<file path="src/rtl/clock_phase_controller.sv">
// clock_phase_controller: machine-cycle sequencer for the slow CPU clock.
// Divides clock_in by a runtime-loadable divisor D into a LOW phase of
// floor(D/2) clocks and a HIGH phase of the remainder. It adds run, halt and
// single-step control, and produces one-clock phase_read/phase_write enables.
module clock_phase_controller #(
    parameter logic [27:0] DIVISOR = 28'd50000000
) (
    input  logic        clock_in,
    input  logic        reset_n,
    input  logic        run,
    input  logic        halt_req,
    input  logic        step_in,
    input  logic        div_load,
    input  logic [27:0] div_value,
    output logic        clock_out,
    output logic        phase_read,
    output logic        phase_write,
    output logic        running,
    output logic [15:0] cycle_count
);

    typedef enum logic [1:0] {
        ST_IDLE = 2'd0,
        ST_LOW  = 2'd1,
        ST_HIGH = 2'd2
    } state_t;

    state_t      state_reg, state_next;
    logic [27:0] count_reg, count_next;
    logic [27:0] div_reg, div_next;
    logic [27:0] pend_reg, pend_next;
    logic        pend_valid_reg, pend_valid_next;
    logic        stop_reg, stop_next;
    logic        single_reg, single_next;
    // Set when a halt ends a cycle. While it is set, a held-high run does not
    // restart the machine; run must drop to 0 first.
    logic        halted_reg, halted_next;
    logic        clock_out_reg, clock_out_next;
    logic        phase_read_reg, phase_read_next;
    logic        phase_write_reg, phase_write_next;
    logic [15:0] cycle_count_reg, cycle_count_next;

    logic [1:0]  step_sync_reg;
    logic        step_prev_reg;
    logic        step_edge;

    logic [27:0] low_len, high_len, pend_clamped, start_div;
    logic        low_done, high_done, stop_now;

    assign step_edge    = step_sync_reg[1] & ~step_prev_reg;
    assign low_len      = div_reg >> 1;
    assign high_len     = div_reg - low_len;
    assign low_done     = (count_reg == low_len - 28'd1);
    assign high_done    = (count_reg == high_len - 28'd1);
    // A halt arriving on the last HIGH clock still stops this cycle.
    assign stop_now     = stop_reg | halt_req;
    assign pend_clamped = (pend_reg < 28'd2) ? 28'd2 : pend_reg;
    assign start_div    = pend_valid_reg ? pend_clamped : div_reg;

    // Step button: two-stage synchronizer followed by a rising-edge register.
    always_ff @(posedge clock_in or negedge reset_n) begin
        if (!reset_n) begin
            step_sync_reg <= 2'b00;
            step_prev_reg <= 1'b0;
        end else begin
            step_sync_reg <= {step_sync_reg[0], step_in};
            step_prev_reg <= step_sync_reg[1];
        end
    end

    // Next-state logic: phase sequencing, divisor hand-over and stop control.
    always_comb begin
        state_next       = state_reg;
        count_next       = count_reg;
        div_next         = div_reg;
        pend_next        = pend_reg;
        pend_valid_next  = pend_valid_reg;
        stop_next        = stop_reg;
        single_next      = single_reg;
        halted_next      = halted_reg;
        phase_read_next  = 1'b0;
        phase_write_next = 1'b0;
        cycle_count_next = cycle_count_reg;

        case (state_reg)
            ST_IDLE: begin
                if (run && !halted_reg) begin
                    state_next      = ST_LOW;
                    count_next      = 28'd0;
                    div_next        = start_div;
                    pend_valid_next = 1'b0;
                    single_next     = 1'b0;
                end else if (step_edge && !run) begin
                    state_next      = ST_LOW;
                    count_next      = 28'd0;
                    div_next        = start_div;
                    pend_valid_next = 1'b0;
                    single_next     = 1'b1;
                end
            end
            ST_LOW: begin
                stop_next = stop_now;
                if (low_done) begin
                    state_next      = ST_HIGH;
                    count_next      = 28'd0;
                    phase_read_next = 1'b1;
                end else begin
                    count_next = count_reg + 28'd1;
                end
            end
            ST_HIGH: begin
                if (high_done) begin
                    phase_write_next = 1'b1;
                    cycle_count_next = cycle_count_reg + 16'd1;
                    if (single_reg || stop_now || !run) begin
                        state_next  = ST_IDLE;
                        stop_next   = 1'b0;
                        halted_next = halted_reg | stop_now;
                    end else begin
                        state_next      = ST_LOW;
                        count_next      = 28'd0;
                        div_next        = start_div;
                        pend_valid_next = 1'b0;
                    end
                end else begin
                    stop_next  = stop_now;
                    count_next = count_reg + 28'd1;
                end
            end
            default: begin
                state_next = ST_IDLE;
                count_next = 28'd0;
            end
        endcase

        // A load lands after any hand-over above, so it waits for the next cycle.
        if (div_load) begin
            pend_next       = div_value;
            pend_valid_next = 1'b1;
        end

        if (!run) begin
            halted_next = 1'b0;
        end

        clock_out_next = (state_next == ST_HIGH);
    end

    // State and output registers; every output is driven straight from a flop.
    always_ff @(posedge clock_in or negedge reset_n) begin
        if (!reset_n) begin
            state_reg       <= ST_IDLE;
            count_reg       <= 28'd0;
            div_reg         <= DIVISOR;
            pend_reg        <= 28'd0;
            pend_valid_reg  <= 1'b0;
            stop_reg        <= 1'b0;
            single_reg      <= 1'b0;
            halted_reg      <= 1'b0;
            clock_out_reg   <= 1'b0;
            phase_read_reg  <= 1'b0;
            phase_write_reg <= 1'b0;
            cycle_count_reg <= 16'd0;
        end else begin
            state_reg       <= state_next;
            count_reg       <= count_next;
            div_reg         <= div_next;
            pend_reg        <= pend_next;
            pend_valid_reg  <= pend_valid_next;
            stop_reg        <= stop_next;
            single_reg      <= single_next;
            halted_reg      <= halted_next;
            clock_out_reg   <= clock_out_next;
            phase_read_reg  <= phase_read_next;
            phase_write_reg <= phase_write_next;
            cycle_count_reg <= cycle_count_next;
        end
    end

    assign clock_out   = clock_out_reg;
    assign phase_read  = phase_read_reg;
    assign phase_write = phase_write_reg;
    assign running     = (state_reg != ST_IDLE);
    assign cycle_count = cycle_count_reg;

endmodule

</file>
<file path="config.mk">
export PLATFORM = sky130hd
export DESIGN_NAME = clock_phase_controller
export DESIGN_NICKNAME = d
export VERILOG_FILES = /design/src/rtl/clock_phase_controller.sv
export SDC_FILE = /design/constraint.sdc
export NUM_CORES = 1
export LEC_CHECK = 0
export BUFFER_PORTS_ARGS = -buffer_cell sky130_fd_sc_hd__buf_4
export CORE_UTILIZATION = 50
export CTS_BUF_LIST = sky130_fd_sc_hd__clkbuf_8
export DETAILED_ROUTE_END_ITERATION = 6
export PLACE_DENSITY = 0.7
export SLEW_MARGIN = 20
export SYNTH_ARGS = -nofsm -noshare
export SYNTH_HDL_FRONTEND = slang
export SYNTH_SLANG_ARGS = --single-unit
</file>
<file path="constraint.sdc">
create_clock -name clock_in -period 6.3 [get_ports clock_in]
set_clock_uncertainty 0.1 [all_clocks]
set_input_delay 0.315 -clock clock_in [delete_from_list [all_inputs] [get_ports clock_in]]
set_output_delay 0.315 -clock clock_in [all_outputs]
set_load 0.05 [all_outputs]
</file>
# Yosys cells after proc, flatten, opt, wreduce, memory -nomap -nowiden
# Index checks and enable logic that the tools add are counted.
# classes
n_addsub,5
order_cmp,1
eq_ne,16
muxes,38
bitwise_logic,4
n_reduce_logical,19
# ops
op,count
$mux 28,11
$pmux 28 s3,1
$eq 28x28->1,2
$pmux 28 s2,1
$add 28x1->28 const B,1
$lt 28x2->1 const B,1
$sub 27x1->28 const B,1
$sub 28x1->28 const B,1
$sub 28x27->28,1
$mux 1,18
$add 16x1->16 const B,1
$ne 3x3->1 const B,5
$mux 2,4
$reduce_and 2->1,4
$reduce_and 4->1,2
$reduce_bool 2->1,4
$ne 2x1->1 const B,3
$pmux 2 s3,1
$eq 2x2->1 const B,2
$ne 2x2->1 const B,2
$ne 4x4->1 const B,1
$pmux 1 s2,2
$reduce_and 3->1,1
$reduce_bool 3->1,1
other kinds (8),12
# word_totals
reg_bits,112
inputBits,34
out_inout_bits,20
word_cells,97

# Logic depth before layout (Yosys ltp)
# depth
word_depth,7
ltp_mapped,16
mapped_depth_nobuf,14

# Least setup slack after synthesis
# Ideal clock, no wire load.
# synth_path
path_kind,reg-to-reg
startpoint,reg div_reg[1]
endpoint,reg count_reg[26]
arrival_time_ns,3.991
required_time_ns,6.074
path_slack_ns,2.083
stages_incl_launch_ff,17
path_cell_list,dfrtp_1 -> inv_1 -> ha_1 -> fa_1 -> nand2b_1 -> a2111o_1 -> a211oi_2 -> or3_2 -> xnor2_1 -> or4b_4 -> nor4b_4 -> a21bo_2 -> a21oi_2 -> buf_6 -> nor2b_1 -> buf_6 -> a221o_1
# synth_via
elab_chain_len,5
elab_cells_between_ends,10
classes_between,add/sub (3); eq/ne (3); mux (3); reduce/logical (1)
# synth_lines
item,line,text
from (decl),30,"logic [27:0] div_reg, div_next;"
from (signal assigned),167,div_reg <= div_next;
$sub 28x27->28,52,assign high_len = div_reg - low_len;
$sub 28x1->28,54,assign high_done = (count_reg == high_len - 28'd1);
$eq 28x28->1,54,
$mux 28 or $ne 3x3->1 (tied branches),-,
$pmux 28 s3 or $reduce_and 2->1 (tied branches),-,
to (signal assigned),166,count_reg <= count_next;
to (decl),29,"logic [27:0] count_reg, count_next;"
# Several ways; a longest one is shown, not always the timed one.
# A chain may end at the register's enable or synchronous reset.

# Worst setup path after layout
# layout_path
startpoint,reg div_reg[7]
endpoint,reg count_reg[26]
# Same word-level chain as after synthesis.

==> summary.md <==
| Metric | Value |
|---|---|
| Crit end category | flop |
| Maximum VDD drop | 0.230 mV |
| Grt peak-use layer | met2 |
| Initial antenna violation count | 0 |
| WL/cell | 19.2 um |
| CTS HTree Levels | 3 |
| P&R area growth vs syn | 8.69% |
| Clock Tree Buf Depth | 2 |
| I/O Pins | 54 |
| Hold WC Path Type | in2reg |
| Final worst-path cycle share | 80.9% |
| Async SR Flop Fraction | 100% |
| CP arrival | 5.29 ns |
| Critical Path RT | 6.49 ns |
| Ys Warns | 0 |
| GRT met2 Usage | 43.4% |
| Number of flops mapped to enable cells by yosys | 0 |
| CP Launch Type | flop |
| Seq/Total Area, Yosys | 30.5% |
| RePlAce Congestion | 0.953 |
| Net Sw Frac | 52.3% |
| FF+latch area | 2820 um^2 |
| Lkg Pwr | 4.46 nW |
| Setup TNS | 0 ns |
| Sink Count | 112 |
| Critical path peak fanout | 25 |
| Kind of critical path | reg2reg |
| Root buffer cell | clkbuf_8 |
| DR pass1 iterations | 5 |
| Vias in the first global route | 7,587 |
| CP delay by family, top | simple AND/OR/NAND/NOR gates |
| CP max stage delay | 0.57 ns |
| Synth Area per Inst | 8.76 um^2 |
| Final hold slack | 0.0306 ns |
| Core area | 18,000 um^2 |
| Fmax | 196 MHz |
| Most used cell, CP | nor2b_1 |
| Remaining global-route overflow | 0 |
| Final nets | 1,204 |
| Max-Slew Margin vs Limit | 38.8% |
| Footprint of the multi-input gates | 5980 um^2 |
| Largest net degree at the start of global routing | 72 |
| Yosys reg bits | 112 |
| Register share of total power | 18.2% |
| Slowest stage cell, crit path | dfstp_2 |
| Mapped Nets | 1,170 |
| Cell internal pwr | 2.60 mW |
| Most frequent cells in the layout | 100 x dfrtp_1, 88 x nand2_1, 80 x ha_1 |
| Mapped cell area | 9240 um^2 |
| Initial Utilization | 51.3% |
| CTS tree | yes |
| Gate power share | 72.3% |
| Worst skew pair latency | 0.41 ns |
| Setup repair after global routing missed its margin | no |
| Die Span X | 138 um |
| Worst-path clk slew | 0.12 ns |
| Cell Area, Placed | 9790 um^2 |
| Met1 Use GR | 41.2% |
| Overall global routing resource usage | 28.2% |
| Setup violators final | 0 |
| Clock power frac | 9.5% |
| Most common cell after layout, fill and taps aside | dfrtp_1 |
| Reported max-cap violation count | 0 |
| Layout fillers | 1,668 |
| Slew Limit Fails | 0 |
| Switch Pwr | 2.85 mW |
| Final Hold Vio Count | 0 |
| Run status | completed |
| WP buf/inv | 1 |
| Share of cells above drive strength 1 | 13.1% |
| Via count | 8,006 |
| Mapped Cells | 1,055 |
| Hpwl dp | 19,900 um |
| Die area | 19,000 um^2 |
| Final WS setup | 1.20 ns |
| Total clock buffers created by CTS | 9 |
| DR vias/cell | 6.05 |
| Post-place setup slack | 1.27 ns |
| Post-Layout Inst Area | 10,000 um^2 |
| Die height | 138 um |
| Worst-path cell chain | inv_1, ha_1, nor2b_1, o21ai_0, a21oi_1, or3_2, xnor2_1, or4b_4, nor4b_4, nand3_2, o21ai_4, nor2b_1, a221o_1 |
| Detail Route Antenna Nets | 0 |
| Rows | 49 |
| Actual slew at the worst max-slew pin | 0.910 ns |
| Ys flop type | dfrtp_1 |
| Starting DRC count in detailed routing | 581 |
| Period minus WS final | 5.10 ns |
| Final core utilization | 55.7% |
| Post_cts resized | 0 |
| PD cells | 543 nW/um^2 |
| I/O Buffers | 53 |
| Unique masters post-synth | 82 |
| Met3 Track Usage GR | 3.40% |
| WL final | 25,500 um |
| First-pass GRT wire length | 40,800 um |
| Post-route DRC violation count | 0 |
## through the flow
step,power [mW],cells
floorplan,3.93,1055
global placement,4.79,1305
detailed placement,4.83,1305
CTS,5.37,1323
global route,5.86,1323
finish,5.45,1324
## path summary, 6_finish.rpt
check | startpoint | endpoint | slack [ns] | cells after the start
worst max-delay path | div_reg[7] | count_reg[26] | 1.20 | 13
worst min-delay path | div_value[4] | pend_reg[4] | 0.03 | 2
worst max register to register | div_reg[7] | count_reg[26] | 1.20 | 13
worst min register to register | step_sync_reg[0] | step_sync_reg[1] | 0.27 | 0
max in group asynchronous | reset_n | cycle_count[7] | 4.50 | 3
min in group asynchronous | reset_n | pend_reg[3] | 0.31 | 2
## cell type report
cell class,instances,share of cell area [%]
clock buffers,9,1.23
diodes,1,0.0249
flip-flops and latches,112,28.0
clock inverters,7,1.13
inverters,70,2.62
repair buffers,60,4.53
multi-input cells,836,59.6
well taps,229,2.85
## logic make-up after synthesis
group | after synthesis | synth area share (%)
AND/OR/NAND/NOR | 364 | 20.9
multiplexers | 33 | 3.97
buffers and inverters | 107 | 4.78
AO/OA/AOI/OAI | 262 | 19.7
XOR/XNOR | 96 | 9.10
flip-flops | 112 | 30.5
adder cells (fa/ha/maj) | 81 | 11.0
## cell usage after synthesis (all sizes together), types with 12 or more instances
library cell	number	share of area (%)
dfrtp	100	27
nand2	88	3.6
ha	80	11
o21ai	75	4.2
inv	69	2.8
nor2	65	2.6
xnor2	57	5.4
xor2	39	3.7
nand3	36	2.0
a21oi	35	1.9
mux2	29	3.5
nor4	27	2.0
nor3	22	1.2
clkbuf	20	0.81
nor2b	20	1.4
a211oi	19	1.6
and3	17	1.2
buf	17	1.1
nand2b	16	1.1
a21o	15	1.2
a21boi	13	1.1
nand4	13	0.88
o211ai	13	1.1
dfstp	12	3.4
## per-layer routing
layer  vias to the layer above  part of all wire, %
li1                       3870                    -
met1                      3881                   48
met2                       225                   44
met3                        30                  5.4
met4                         0                  1.9
met5                         -                    0
## power by group through the flow
stage / Clock, mW / Sequential, mW / Combinational [mW]
after floorplan: 0 / 0.972 / 2.96
after global placement: 0 / 1.00 / 3.79
after detailed placement: 0 / 1.01 / 3.82
after CTS: 0.528 / 0.993 / 3.85
after global routing: 0.545 / 1.01 / 4.31
final: 0.516 / 0.993 / 3.94
## timing repair
action	CTS	global route
hold buffers	2	0
setup buffers	0	0
endpoints found under the hold margin	42	0
Note: power is estimated with default switching activity, not from simulation.
